## config.mk

```make
export PLATFORM = sky130hd
export DESIGN_NAME = retire_unit_n
export DESIGN_NICKNAME = d
export VERILOG_FILES = /design/src/rtl/retire_unit_n.sv
export SDC_FILE = /design/constraint.sdc
export NUM_CORES = 1
export LEC_CHECK = 0
export CORE_ASPECT_RATIO = 0.6
export CORE_MARGIN = 2
export CORE_UTILIZATION = 50
export CTS_BUF_LIST = sky130_fd_sc_hd__clkbuf_4
export CTS_CLUSTER_DIAMETER = 40
export DETAILED_ROUTE_END_ITERATION = 12
export DONT_BUFFER_PORTS = 1
export GPL_TIMING_DRIVEN = 0
export PLACE_DENSITY = 0.66
export SYNTH_ARGS = -nofsm -noshare
export SYNTH_HDL_FRONTEND = slang
export SYNTH_SLANG_ARGS = --single-unit
export TNS_END_PERCENT = 5
```

## constraint.sdc

```tcl
create_clock -name clock -period 14.3 [get_ports clock]
set_input_delay 2.86 -clock clock [delete_from_list [all_inputs] [get_ports clock]]
set_output_delay 2.86 -clock clock [all_outputs]
set_load 0.1 [all_outputs]
```

## src/rtl/retire_unit_n.sv

```systemverilog
// N-wide in-order retire unit: ROB head selection, architectural map table, recovery/halt FSM.
// Optional RETIRE_PERF_EN adds mispredict and credit-stall performance counters.

`ifndef XLEN
`define XLEN 32
`endif
`ifndef PR
`define PR 6
`endif
`ifndef ROB
`define ROB 5
`endif

package retire_unit_n_pkg;
  localparam int unsigned XLEN_W = `XLEN;
  localparam int unsigned PR_W   = `PR;
  localparam int unsigned ROB_W  = `ROB;

  typedef struct packed {
    logic              completed;
    logic [4:0]        arch_reg;
    logic [PR_W-1:0]   Tnew;
    logic              is_store;
    logic              halt;
    logic              precise_state_need;
    logic [XLEN_W-1:0] target_pc;
  } rob_entry_packet_t;
endpackage

module retire_unit_n
  import retire_unit_n_pkg::*;
#(
  parameter int unsigned RETIRE_WIDTH = 3,
  parameter int unsigned PR_BITS      = PR_W,
  parameter int unsigned ROB_BITS     = ROB_W,
  parameter int unsigned CNT_BITS     = 64
) (
  input  logic                                 clock,
  input  logic                                 reset,
  input  rob_entry_packet_t [RETIRE_WIDTH-1:0] rob_head_entry,
  input  logic [ROB_BITS-1:0]                  fl_distance,
  input  logic [$clog2(RETIRE_WIDTH+1)-1:0]    sq_retire_credit,
  output logic [RETIRE_WIDTH-1:0]              Retire_EN,
  output logic [RETIRE_WIDTH-1:0]              SQRetireEN,
  output logic [RETIRE_WIDTH-1:0]              retire_valid,
  output logic [$clog2(RETIRE_WIDTH+1)-1:0]    inst_count,
  output logic                                 BPRecoverEN,
  output logic [XLEN_W-1:0]                    target_pc,
  output logic [ROB_BITS-1:0]                  fl_recover_dis,
  output logic [31:0][PR_BITS-1:0]             recover_maptable,
  output logic                                 halt,
`ifdef RETIRE_PERF_EN
  output logic [31:0]                          perf_mispredicts,
  output logic [31:0]                          perf_stall_cycles,
`endif
  output logic [CNT_BITS-1:0]                  retired_total
);

  localparam int unsigned CW = $clog2(RETIRE_WIDTH + 1);
  localparam int unsigned SW = CW + 1;

  typedef enum logic [1:0] {
    RUN     = 2'd0,
    RECOVER = 2'd1,
    HALTED  = 2'd2
  } state_t;

  state_t                   state, state_n;
  logic                     run_c;
  logic                     blocked;
  logic [SW-1:0]            store_cnt;
  logic [CW-1:0]            wr_cnt;
  logic [CW-1:0]            ret_cnt;
  logic [RETIRE_WIDTH-1:0]  rv_c, ren_c, sq_c;
  logic                     halt_hit, mis_hit;
  logic [XLEN_W-1:0]        mis_pc;
  logic [ROB_BITS-1:0]      mis_dis;
  logic [31:0][PR_BITS-1:0] amt;

  // Combinational outputs are forced low while reset is held
  assign run_c = (state == RUN) && reset;

  // Oldest-to-youngest scan; the first slot that cannot retire blocks everything younger
  always_comb begin
    rv_c      = '0;
    ren_c     = '0;
    sq_c      = '0;
    store_cnt = '0;
    wr_cnt    = '0;
    ret_cnt   = '0;
    halt_hit  = 1'b0;
    mis_hit   = 1'b0;
    mis_pc    = '0;
    mis_dis   = '0;
    blocked   = !run_c;
    for (int k = int'(RETIRE_WIDTH) - 1; k >= 0; k--) begin
      if (!blocked) begin
        if (!rob_head_entry[k].completed ||
            (rob_head_entry[k].is_store &&
             ((store_cnt + SW'(1)) > SW'(sq_retire_credit)))) begin
          blocked = 1'b1;
        end else begin
          rv_c[k] = 1'b1;
          ret_cnt = ret_cnt + CW'(1);
          if (rob_head_entry[k].is_store) begin
            sq_c[k]   = 1'b1;
            store_cnt = store_cnt + SW'(1);
          end
          if (rob_head_entry[k].arch_reg != 5'd0) begin
            ren_c[k] = 1'b1;
            wr_cnt   = wr_cnt + CW'(1);
          end
          // Halt wins over a mispredict flagged in the same slot
          if (rob_head_entry[k].halt) begin
            halt_hit = 1'b1;
            blocked  = 1'b1;
          end else if (rob_head_entry[k].precise_state_need) begin
            mis_hit = 1'b1;
            mis_pc  = rob_head_entry[k].target_pc;
            mis_dis = fl_distance - ROB_BITS'(wr_cnt);
            blocked = 1'b1;
          end
        end
      end
    end
  end

  assign retire_valid     = rv_c;
  assign Retire_EN        = ren_c;
  assign SQRetireEN       = sq_c;
  assign inst_count       = ret_cnt;
  assign recover_maptable = amt;

  // State register
  always_ff @(posedge clock or negedge reset) begin
    if (!reset) begin
      state <= RUN;
    end else begin
      state <= state_n;
    end
  end

  // Next-state logic; halt and mispredict cannot both fire since each blocks younger slots
  always_comb begin
    state_n = state;
    case (state)
      RUN: begin
        if (halt_hit) begin
          state_n = HALTED;
        end else if (mis_hit) begin
          state_n = RECOVER;
        end
      end
      RECOVER: state_n = RUN;
      HALTED:  state_n = HALTED;
      default: state_n = RUN;
    endcase
  end

  // AMT, recovery payload, halt flag and retire counter
  always_ff @(posedge clock or negedge reset) begin
    if (!reset) begin
      for (int r = 0; r < 32; r++) begin
        amt[r] <= PR_BITS'(r);
      end
      BPRecoverEN    <= 1'b0;
      target_pc      <= '0;
      fl_recover_dis <= '0;
      halt           <= 1'b0;
      retired_total  <= '0;
    end else begin
      // Oldest first so the youngest writer of a duplicate arch_reg lands last
      for (int k = int'(RETIRE_WIDTH) - 1; k >= 0; k--) begin
        if (ren_c[k]) begin
          amt[rob_head_entry[k].arch_reg] <= PR_BITS'(rob_head_entry[k].Tnew);
        end
      end
      BPRecoverEN <= mis_hit;
      if (mis_hit) begin
        target_pc      <= mis_pc;
        fl_recover_dis <= mis_dis;
      end
      if (halt_hit) begin
        halt <= 1'b1;
      end
      retired_total <= retired_total + CNT_BITS'(ret_cnt);
    end
  end

`ifdef RETIRE_PERF_EN
  logic stall_c;

  // Oldest entry ready but nothing retired in RUN can only mean the store credit ran out
  assign stall_c = run_c && rob_head_entry[RETIRE_WIDTH-1].completed && (rv_c == '0);

  always_ff @(posedge clock or negedge reset) begin
    if (!reset) begin
      perf_mispredicts  <= '0;
      perf_stall_cycles <= '0;
    end else begin
      if (mis_hit) begin
        perf_mispredicts <= perf_mispredicts + 32'd1;
      end
      if (stall_c) begin
        perf_stall_cycles <= perf_stall_cycles + 32'd1;
      end
    end
  end
`endif

endmodule

```

After elaboration in Yosys (flattened, before gate mapping)
Index checks and enable logic that the tools add are counted.

Register bits: 297. Input port bits: 150. Output and inout port bits: 306.

Add/sub/neg operators: 10. $lt $le $gt $ge: 9. Eq/ne operators: 2. Mux-type cells: 117. Reductions and logical operators: 18.

Operator list (count): 192-bit bitwise mux (3); 192-bit two-way mux (3); 32-bit two-way mux (12); 6-bit demux with 5-bit select (3); 64-bit by 2-bit adder with 64-bit output (1); 5-bit two-way mux (12); 1-bit two-way mux (58); 2-bit two-way mux (18); 5-bit by 6-bit less-than comparator with 1-bit output, second input constant (3); 6-bit two-way mux (3); 5-bit by 1-bit greater-or-equal comparator with 1-bit output, second input constant (3); 5-bit nonzero test (3); 5-bit by 2-bit subtractor with 5-bit output (3); 3-bit two-way mux (4); 2-bit by 1-bit adder with 2-bit output, second input constant (4); 1-bit logical AND (7); 3-bit by 1-bit adder with 3-bit output, second input constant (2); 3-bit by 2-bit > comparator with 1-bit output (2); 1-bit zero test (4); 2-bit case mux with 2 select lines (1); 1-bit logical OR (3); 3-bit inequality test, second input constant (1); 2-bit == test, second input constant (1); 1-bit by 2-bit > comparator with 1-bit output, first input constant (1); 2-bit zero test (1).

Logic depth before layout (Yosys ltp)
Depth after elaboration: 22. Mapped depth: 27. Gate-level depth less buffers: 21.

Least setup slack after synthesis
No wires, ideal clock.

Kind: input port to output port. Start point: input port sq_retire_credit[0]. End point: output port inst_count[1]. Arrival time: 9316 ps. Data required time: 11440 ps. Path slack: 2124 ps. Stages on the path: 15. Path buffers: 1. Cell sequence: o21ai_0 > nor2_1 > ha_1 > or2_1 > o31a_1 > buf_1 > nand3_1 > nor2_1 > xnor2_1 > fa_1 > or3b_1 > a31oi_2 > nand4_4 > or3_1 > a21oi_1.

Cells in the longest elaborated chain, start to end: 17. Elaborated cells on any way between the ends: 28.

Ends and longest elaborated chain: from (decl) (RTL line 42) `input logic [$clog2(RETIRE_WIDTH+1)-1:0] sq_retire_credit,`; 1-bit by 2-bit > comparator with 1-bit output (RTL line 100) `((store_cnt + SW'(1)) > SW'(sq_retire_credit)))) begin`; 1-bit logical AND (RTL line 99) `(rob_head_entry[k].is_store &&`; 1-bit logical OR (RTL line 98) `if (!rob_head_entry[k].completed ||`; 1-bit two-way mux (RTL line 98); 3-bit two-way mux (RTL line 97) `if (!blocked) begin`; 3-bit by 1-bit adder with 3-bit output (RTL line 100, 107); 3-bit by 2-bit > comparator with 1-bit output (RTL line 100); 1-bit logical AND (RTL line 99); 1-bit logical OR (RTL line 98); 3-bit two-way mux (RTL line 98); 3-bit two-way mux (RTL line 97); 3-bit by 1-bit adder with 3-bit output; 3-bit by 2-bit > comparator with 1-bit output (RTL line 100); 1-bit logical AND (RTL line 99); 1-bit logical OR (RTL line 98); 2-bit two-way mux (RTL line 98); 2-bit two-way mux * (RTL line 97); to (decl) (RTL line 46) `output logic [$clog2(RETIRE_WIDTH+1)-1:0] inst_count,`.

Every way passes the cells marked *; elsewhere a longest branch is shown, timed or not.

Worst setup path after layout
Start point: input port reset. End point: output port SQRetireEN[0].

Cells in the longest elaborated chain, start to end: 14. Elaborated cells on any way between the ends: 22.

Ends and longest elaborated chain: from (decl) (RTL line 39) `input logic reset,`; 1-bit logical AND * (RTL line 81) `assign run_c = (state == RUN) && reset;`; 3-bit two-way mux (RTL line 97); 3-bit by 1-bit adder with 3-bit output (RTL line 100, 107); 3-bit by 2-bit > comparator with 1-bit output (RTL line 100); 1-bit logical AND (RTL line 99); 1-bit logical OR (RTL line 98); 3-bit two-way mux (RTL line 98); 3-bit two-way mux (RTL line 97); 3-bit by 1-bit adder with 3-bit output; 3-bit by 2-bit > comparator with 1-bit output (RTL line 100); 1-bit logical AND (RTL line 99); 1-bit logical OR (RTL line 98); 1-bit two-way mux (RTL line 98); 1-bit two-way mux * (RTL line 97); to (decl) (RTL line 44) `output logic [RETIRE_WIDTH-1:0] SQRetireEN,`.

Marks and branches as above.

==> metrics.txt <==
Worst Path Required 11.44 ns; post-synthesis instance area between 0.015 and 0.02 mm2; standard-cell row count 55; Setup crit start kind primary input; Avg Vias per Cell between 7 and 8; final-report hold violation count 0; DRC violations left 0; Synth Area per Inst 9.057 um2; grt total ovfl 0; arrival time worst endpoint ~9.7 ns; post-CTS clock slew at the launch and capture registers of the worst setup and hold paths 0.06 ns; number of gates given a new drive strength after cts 0; slew at the pin closest to its max-slew limit 1.382 ns; Net Count, Synth 2294; floorplan core area around 0.038 mm2; number of clock sinks approximately 300; Port Buf Inserts 0; wire length of the first global-routing pass 138800 um; later-pin clock latency in the skew report 0.82 ns; HPWL after detailed placement between 70000 and 80000 um; Max-Slew Margin vs Limit under 10%; WL/cell approximately 35 um; residual antenna-violating net count after detailed routing 0; Die ar. ~0.040 mm2; hold buffers post-CTS 0; endpoint type of the worst setup path output port; sequential fraction of the synthesis area between 30% and 40%; die width between 200 and 300 um; EDFF count, synth 0; commonest non-fill, non-tap cell in the layout sky130_fd_sc_hd__clkbuf_1; number of library cell types mapped by synthesis just over 70; leading area contributor after synthesis sky130_fd_sc_hd__dfrtp_1; post-synthesis register bit count around 300; total routed wirelength between 90000 and 100000 um; leading cell types in the layout, fill and taps excluded sky130_fd_sc_hd__clkbuf_1 (243), sky130_fd_sc_hd__nor3_1 (220), sky130_fd_sc_hd__dfrtp_1 (217), sky130_fd_sc_hd__nand4_1 (210), sky130_fd_sc_hd__and3_1 (208); CP Max Fanout 299; CTS root buffer sky130_fd_sc_hd__clkbuf_4; share of the synthesized area in the top cell type between 20% and 30%; Setup Skew 0.05069 ns; count of nets after finishing ~2400; most common flop cell mapped by yosys sky130_fd_sc_hd__dfrtp_1; Ports ~460; final worst path period need 12.51 ns; TNS Setup 0 ns; main area contributors after synthesis sky130_fd_sc_hd__dfrtp_1 (28%), sky130_fd_sc_hd__dfstp_2 (11%), sky130_fd_sc_hd__o31ai_1 (7.3%); CTS H-tree lvls 3; clock tree from TritonCTS yes; maximum clock frequency 79.92 MHz; DIE HEIGHT between 150 and 200 um; CP Class in -> out; max capacitance violation total 0; Post-CTS Repair Setup Buffers 0; fin crit share between 80% and 90%; routability congestion estimate about 1.0; overall routing resource usage 47.56%; Synth-to-Final Area Change 9.411%; Leakage Power roughly 8.5 nW; synthesized instance count 2127; vias in the first global route approximately 20000; tightest hold margin 0.4526 ns; initial cell density of the core about 50%; CTS Buf Count 76; largest net degree at the start of global routing 300; Clock Path Buffers 3; count of synthesis-stage warnings from yosys 0; Worst VDD drop approximately 0.00013 V; run status finished clean; final-report max-slew violation count 0; overall via count from detail_route between 20000 and 25000; Pre-antenna DRT Iters 10; fraction of final layout cells with drive strength greater than 1 13.18%; RSZ-0062 raised after global routing false; Starting DRT DRC Count ~3900; antenna violations before repair 7; total power density per cell area around 130 mW/mm2; path category of the worst min-delay check reg -> reg; fraction of synthesis flops using an asynchronous set or reset pin 100.0%; Setup violations, final 0
==> final timing paths <==
| kind | start | to | slack (ns) | cells after the start |
|---|---|---|---|---|
| setup / recovery | reset | SQRetireEN[0] | 1.79 | 21 |
| max in group asynchronous | reset | recover_maptable[45] | 12.01 | 0 |
| min in group asynchronous | reset | target_pc[24] | 1.76 | 0 |
| setup reg to reg | state[0] | retired_total[54] | 5.03 | 31 |
| hold reg to reg | state[0] | state[1] | 0.45 | 1 |
| hold / removal | state[0] | state[1] | 0.45 | 1 |
==> synth_stat cells (37+ instances only) <==
master,instances
sky130_fd_sc_hd__dfstp_2,80
sky130_fd_sc_hd__a221oi_1,124
sky130_fd_sc_hd__nand4_1,210
sky130_fd_sc_hd__a211oi_1,55
sky130_fd_sc_hd__and3_1,208
sky130_fd_sc_hd__nor3_1,220
sky130_fd_sc_hd__clkbuf_1,243
sky130_fd_sc_hd__xor2_1,37
sky130_fd_sc_hd__dfrtp_1,217
sky130_fd_sc_hd__nand2_1,57
sky130_fd_sc_hd__o31ai_1,188
sky130_fd_sc_hd__a21boi_0,55
==> metal layers <==
| metal | vias up | global-route usage [%] | wire length (um) |
|---|---|---|---|
| met4 | 4 | 19.21 | 4609 |
| met2 | 2031 | 60.39 | 37070 |
| met1 | 10470 | 65.99 | 39210 |
| met3 | 359 | 25.68 | 17970 |
| li1 | 8561 | - | - |
| met5 | - | 0 | 47 |
==> cells by family (layout without fill, tap and decap cells) <==
kind of cell             Yosys count  after routing  share of synthesized area (%)
AND/OR/NAND/NOR                  844            844                          25.53
buffers and inverters            353            502                          7.846
flip-flops                       297            297                          39.10
XOR/XNOR                          72             72                          3.273
other                              0              5                              0
multiplexers                       1              1                        0.05196
adder cells (fa/ha/maj)           17             17                          1.260
AO/OA/AOI/OAI                    543            543                          22.94
==> layout make-up <==
class | count | area (um2)
fillers | 3540 | 16770
repair buffers | 8 | 116.4
clock buffers | 110 | 825.8
plain buffers | 320 | 1388
flip-flops and latches | 297 | 7532
well taps | 513 | 641.9
inverters | 33 | 123.9
clock inverters | 31 | 175.2
multi-input cells | 1477 | 10260
diodes | 5 | 12.51
==> power by group <==
part           internal [mW]  leakage [nW]  switching [mW]  total, mW
clock network          0.392         0.583           0.397      0.789
registers              0.925          3.77           0.681       1.61
logic                  0.105          4.17           0.212      0.318
total                   1.42          8.52            1.29       2.71
==> stage by stage <==
step | cell area, um2 | power, mW | setup slack (ns) | util (%) | instances
floorplan | 19260 | 1.776 | 2.124 | - | 2127
global placement | 19910 | 1.906 | 0.9176 | 52.60 | 2640
detailed placement | 20060 | 1.916 | 2.223 | 53.01 | 2648
CTS | 21070 | 2.687 | 2.227 | 55.66 | 2789
global route | 21070 | 2.774 | 1.891 | 55.67 | 2791
finish | 21080 | 2.713 | 1.788 | 55.69 | 2794
==> registers in the layout (all words and copies together), names as in the netlist <==
register / count
recover_maptable: 192
state: 2
BPRecoverEN: 1
target_pc: 32
retired_total: 64
fl_recover_dis: 5
halt: 1
==> worst max-delay path: stages <==
cell and delay (ns):
sky130_fd_sc_hd__nand4bb_4 0.28, sky130_fd_sc_hd__buf_2 0.31, sky130_fd_sc_hd__nor2_1 0.09, sky130_fd_sc_hd__ha_1 0.31
sky130_fd_sc_hd__or2_1 0.19, sky130_fd_sc_hd__o31a_1 0.15, sky130_fd_sc_hd__buf_1 0.39, sky130_fd_sc_hd__nand3_1 0.45
sky130_fd_sc_hd__nor2_2 0.36, sky130_fd_sc_hd__buf_16 0.21, sky130_fd_sc_hd__buf_1 0.12, sky130_fd_sc_hd__xnor2_1 0.13
sky130_fd_sc_hd__fa_1 0.47, sky130_fd_sc_hd__or3b_1 0.44, sky130_fd_sc_hd__a31oi_2 0.38, sky130_fd_sc_hd__nand4_4 0.25
sky130_fd_sc_hd__inv_2 0.30, sky130_fd_sc_hd__buf_6 0.21, sky130_fd_sc_hd__buf_4 0.25, sky130_fd_sc_hd__buf_2 0.38
sky130_fd_sc_hd__and2_1 0.92
(Power assumes the default switching activity.)
==> patch 1: new RTL, same flow settings <==
Build with the macro `RETIRE_PERF_EN` defined.
--- a/src/rtl/retire_unit_n.sv
+++ b/src/rtl/retire_unit_n.sv
@@ -1,5 +1,7 @@
 // N-wide in-order retire unit: ROB head selection, architectural map table, recovery/halt FSM.
 // Optional RETIRE_PERF_EN adds mispredict and credit-stall performance counters.
+
+`define RETIRE_PERF_EN
 
 `ifndef XLEN
 `define XLEN 32
New outputs: perf_mispredicts and perf_stall_cycles. Check against the original RTL: not settled (the Yosys comparison gave no result); the edit may change what the design does.
==> patch 1 against the unedited design <==
  * Wire length decreased by 26%
  * Final cell count fell by 2.9%
  * Total power grew 15%
  * Sequential cell count up 64
  * Worst setup slack better by 0.29 ns
  * Area after synthesis rose by 5.5%
  * Global-route usage fell by 14 points
  * Worst hold slack lost 0.021 ns
  * Cell area is 5.8% higher
  * Critical path type unchanged
  * Highest routed layer is now met4
==> patch 1: results <==
group,metric,value,unit
status,status,"complete, no violations",
global_routing,globalRouteMet1Util,0.4621,
cells_and_area,drive_gt1_frac,0.2319,
power_and_ir_drop,p_seq_frac,0.618,
worst_setup_path,cp_slowest_cell,"and2_1",
synthesis,synth_area_leaders,"dfrtp_1 35%, mux2_2 11%, dfstp_2 10%",
clock_network,post_cts_buffers,0,
synthesis,synthMuxAreaShare,0.2000,
clock_network,clk_pin_slew,0.07,ns
synthesis,syn_inst,2005,
worst_setup_path,critical_path.max_fanout,363,
synthesis,synth-xor-area-share,0.05862,
placement,place_congestion,1.007,
sta,max_slew_margin,0.1115,
global_routing,grt_pass1_wl,106800,µm
detailed_routing,avgViaCountPerCell,6.262,
power_and_ir_drop,pwr-share-clk,0.298,
cells_and_area,final_cells,2712,
detailed_routing,dr_wl_met3,8916,µm
worst_setup_path,cp.arrival,9.36,ns
clock_network,numCtsBuffers,91,
detailed_routing,drt-met1-wl,30580,µm
detailed_routing,drt_iter0_drc,2158,
worst_setup_path,cp_top_family,"simple AND/OR/NAND/NOR gates",
power_and_ir_drop,p_sw_frac,0.4580,
clock_network,cts.path.max_buffers,3,
detailed_routing,wl_met2,31210,µm
placement,portBuffers,0,
placement,place.detailed.hpwl,54520,µm
global_routing,met3_usage,0.1297,
clock_network,root_buffer,"clkbuf_4",
detailed_routing,dr.pass1.iters,10,
synthesis,netlist_top_cells_count,"326 x nand2_1, 281 x dfrtp_1, 192 x mux2_2",
global_routing,antenna_found_initial,1,
synthesis,ys_seq_area_frac,0.4495,
detailed_routing,totalWireLength,72980,µm
global_routing,grt_start_max_net_pins,364,
global_routing,grt_pass1_vias,16110,
worst_setup_path,cp_slowest_stage_delay,0.87,ns
power_and_ir_drop,p_leak,10.83,nW
synthesis,yosysUniqueCellTypes,66,
cells_and_area,nNetsFinal,2273,
detailed_routing,highest_layer,"met4",
synthesis,synth_fa_ha_area_frac,0.01318,
placement,dp_worst_setup_slack,2.574,ns
clock_network,clk_latency,0.80,ns
sta,fin_skew,0.04418,ns
placement,dp_cells,2542,
placement,place_area,0.02110,mm²
synthesis,synth_compound_area_frac,0.07562,
clock_network,htreeDepth,3,
power_and_ir_drop,ir_drop,0.0001495,V
synthesis,syn_nets,2174,
cells_and_area,largest_register_ffs,192,
global_routing,grt.total_usage,0.3362,
global_routing,grtUsageMet2,0.4868,
power_and_ir_drop,intPower,1.693,mW
## patch 1: changes by cell type in the layout (fill, tap and decap cells not counted), moves of 64 or more
cell / before / now
a221oi_1: 124 / 1
nand2_1: 57 / 326
clkbuf_1: 243 / 108
mux2_2: 0 / 192
dfrtp_1: 217 / 281
mux2i_1: 1 / 181
nor3_1: 220 / 52
nand4_1: 210 / 49
and3_1: 208 / 16
o31ai_1: 188 / 1
o21ai_0: 7 / 186
## patch 1: layout make-up
class	count	area, µm²
Antenna cell	3	7.507
Buffer	136	553.0
Clock buffer	134	1006
Clock inverter	33	195.2
Fill cell	3595	17990
Inverter	22	82.58
Multi-Input combinational cell	1486	10570
Sequential cell	361	9134
Tap cell	531	664.4
Timing Repair Buffer	6	93.84
## patch 1: worst paths after layout
check | endpoint | start | cells past startpoint | slack (ns)
max | SQRetireEN[0] | reset | 16 | 2.08
min | state[1] | state[0] | 1 | 0.43
max reg2reg | retired_total[29] | state[0] | 27 | 5.58
min reg2reg | state[1] | state[0] | 1 | 0.43
max in group asynchronous | retired_total[43] | reset | 0 | 11.78
min in group asynchronous | recover_maptable[4] | reset | 0 | 1.79
## patch 1: worst register-to-register path: stages, from the launching register on
cell and delay (ns):
dfrtp_1 0.39, nand4bb_1 0.18, buf_2 0.24, nor2_1 0.14, ha_1 0.24, or3_1 0.34
o211a_1 0.21, o21ai_2 0.51, inv_1 0.61, nand2_1 0.33, xor2_1 0.20, fa_1 0.45
or3b_1 0.44, a31oi_4 0.30, o211ai_2 0.29, inv_2 0.53, and3_1 0.25, xnor2_1 0.13
nor2_2 0.11, buf_16 0.18, buf_1 0.10, ha_1 0.28, a21oi_1 0.10, nor4_2 0.78
nand2_1 0.41, nor2_1 0.44, nand4_1 0.17, xnor2_1 0.20
==> patch 2: new RTL, config.mk and constraints unchanged <==
Without the edit above. Put one more register stage on the output `retired_total`, without a reset. The value now appears one clock later. The other outputs are not delayed to match.
--- a/src/rtl/retire_unit_n.sv
+++ b/src/rtl/retire_unit_n.sv
@@ -64,6 +64,8 @@
     RECOVER = 2'd1,
     HALTED  = 2'd2
   } state_t;
+
+  logic [CNT_BITS-1:0] retired_total_s0;
 
   state_t                   state, state_n;
   logic                     run_c;
@@ -167,7 +169,7 @@
       target_pc      <= '0;
       fl_recover_dis <= '0;
       halt           <= 1'b0;
-      retired_total  <= '0;
+      retired_total_s0 <= '0;
     end else begin
       // Oldest first so the youngest writer of a duplicate arch_reg lands last
       for (int k = int'(RETIRE_WIDTH) - 1; k >= 0; k--) begin
@@ -183,7 +185,7 @@
       if (halt_hit) begin
         halt <= 1'b1;
       end
-      retired_total <= retired_total + CNT_BITS'(ret_cnt);
+      retired_total_s0 <= retired_total_s0 + CNT_BITS'(ret_cnt);
     end
   end
 
@@ -208,5 +210,9 @@
   end
 `endif
 
+  always_ff @(posedge clock) begin
+    retired_total <= retired_total_s0;
+  end
+
 endmodule
 
Formal check against the unedited RTL: not equivalent (Yosys sat finds a counterexample within 4 cycles, from zero or initial values and one cycle with reset low).
==> patch 2 against the unedited design <==
  * Cell area up 1.5%
  * Total power increased by 34%
  * Area after synthesis is 0.64% higher
  * Sequential cell count grew 64
  * Wire length is 34% lower
  * Worst hold slack worse by 0.059 ns
  * Worst setup slack better by 1.2 ns
  * Critical path type unchanged
  * Critical endpoint is now Retire_EN[0]
==> patch 2: results <==
group,metric,value,unit
placement,place_congestion,0.9211,
synthesis,syn_nets,1847,
cells_and_area,drive_gt1_frac,0.4322,
placement,place.detailed.hpwl,48170,µm
global_routing,grt_pass1_wl,94470,µm
clock_network,numCtsBuffers,89,
global_routing,grt.total_usage,0.3179,
detailed_routing,drt_iter0_drc,1409,
power_and_ir_drop,power.switching,1.747,mW
clock_network,clk_latency,0.79,ns
sta,worst_slew_pin_slew,1.369,ns
synthesis,ys_async_sr_fraction,0.8227,
detailed_routing,totalWireLength,65160,µm
global_routing,antenna_found_initial,1,
power_and_ir_drop,ir_drop,0.00008761,V
placement,dp_cells,2199,
detailed_routing,avgRoutedWirePerCell,27.53,µm
cells_and_area,nNetsFinal,1944,
synthesis,synth_area_leaders,"mux2_2 29%, dfrtp_1 28%, dfstp_2 11%",
detailed_routing,dr.pass1.iters,5,
detailed_routing,vias,14450,
synthesis,yosysUniqueCellTypes,65,
synthesis,netlist_top_cells_count,"501 x mux2_2, 217 x dfrtp_1, 112 x nand2_1",
cells_and_area,largest_register_ffs,192,
global_routing,grt_pass1_vias,14280,
sta,fin_skew,0.05651,ns
status,status,"complete, no violations",
synthesis,ys_seq_area_frac,0.4546,
synthesis,syn_inst,1680,
hold_path,hold_start,"retired_total_s0[62]",
worst_setup_path,cp.arrival,8.49,ns
cells_and_area,nFillCells,3279,
power_and_ir_drop,p_leak,9.923,nW
## patch 2: cell count changes in the layout (fill, tap and decap cells not counted), sizes merged, moves of 55 or more
cell / delta
o31ai: -188
dfxtp: +64
nor2: +64
nand4: -190
nand2: +63
and3: -162
nor3: -208
clkbuf: -117
a21boi: -55
a221oi: -131
mux2: +504
## patch 2: layout make-up
class                      instances  share of cell area
sequential                       361              0.4120
clock inverter                    20            0.007078
inverter                          19            0.003334
antenna                            3           0.0003510
timing repair buffer               6            0.004387
multi-input combinational       1173              0.4666
clock buffer                     145             0.05089
buffer                           127             0.02533
tap                              513             0.03001
## patch 2: worst max-delay path, stage by stage
cell,delay (ns)
nand4bb_1,0.34
buf_2,0.34
nor2_1,0.09
ha_1,0.30
nor2_1,0.06
o211a_1,0.32
nor3_4,0.45
buf_6,0.38
nand2_1,0.18
nor3_1,0.25
inv_1,0.10
fa_1,0.49
nor3b_1,0.27
o31a_1,0.29
nand4_4,0.27
a21oi_2,1.05
## patch 2: logic make-up after synthesis
kind of cell               after synthesis  synth area share
adders and majority gates               17           0.01252
buffers and inverters                  146           0.03162
and+or+nand+nor                        392            0.1067
DFF                                    361            0.4546
muxes                                  523            0.3025
xor gates and xnor gates                74           0.03343
AOI/OAI and AO/OA                      167           0.05854
## patch 2: power by group through the flow
stage | sequential [mW] | combinational (mW) | clock [mW]
CTS | 2.30 | 0.382 | 0.969
finish | 2.30 | 0.385 | 0.946
global placement | 2.32 | 0.357 | 0
floorplan | 2.25 | 0.306 | 0
global route | 2.31 | 0.421 | 1.02
detailed placement | 2.32 | 0.381 | 0
## patch 2: per-layer routing
metal | GRT usage | up-vias | routed length [µm]
met5 | 0 | - | 0
met4 | 0.1087 | 0 | 1908
met3 | 0.1182 | 115 | 7295
met2 | 0.4566 | 769 | 27960
met1 | 0.4405 | 7298 | 28000
li1 | - | 6268 | -
## patch 2: path summary, 6_finish.rpt
check,slack [ns],end,cells past startpoint
max in group asynchronous,11.79,target_pc[23],0
max,2.95,Retire_EN[0],16
min reg2reg,0.39,retired_total[62],0
min in group asynchronous,1.75,recover_maptable[104],0
min,0.39,retired_total[62],0
max reg2reg,6.47,retired_total_s0[63],26
## patch 2: through the flow
stage	cell area [µm²]	util	setup slack (ns)
global route	21390	0.5640	3.021
detailed placement	20140	0.5312	3.504
CTS	21380	0.5639	3.521
finish	21390	0.5641	2.952
floorplan	19390	-	3.441
global placement	20030	0.5282	2.468
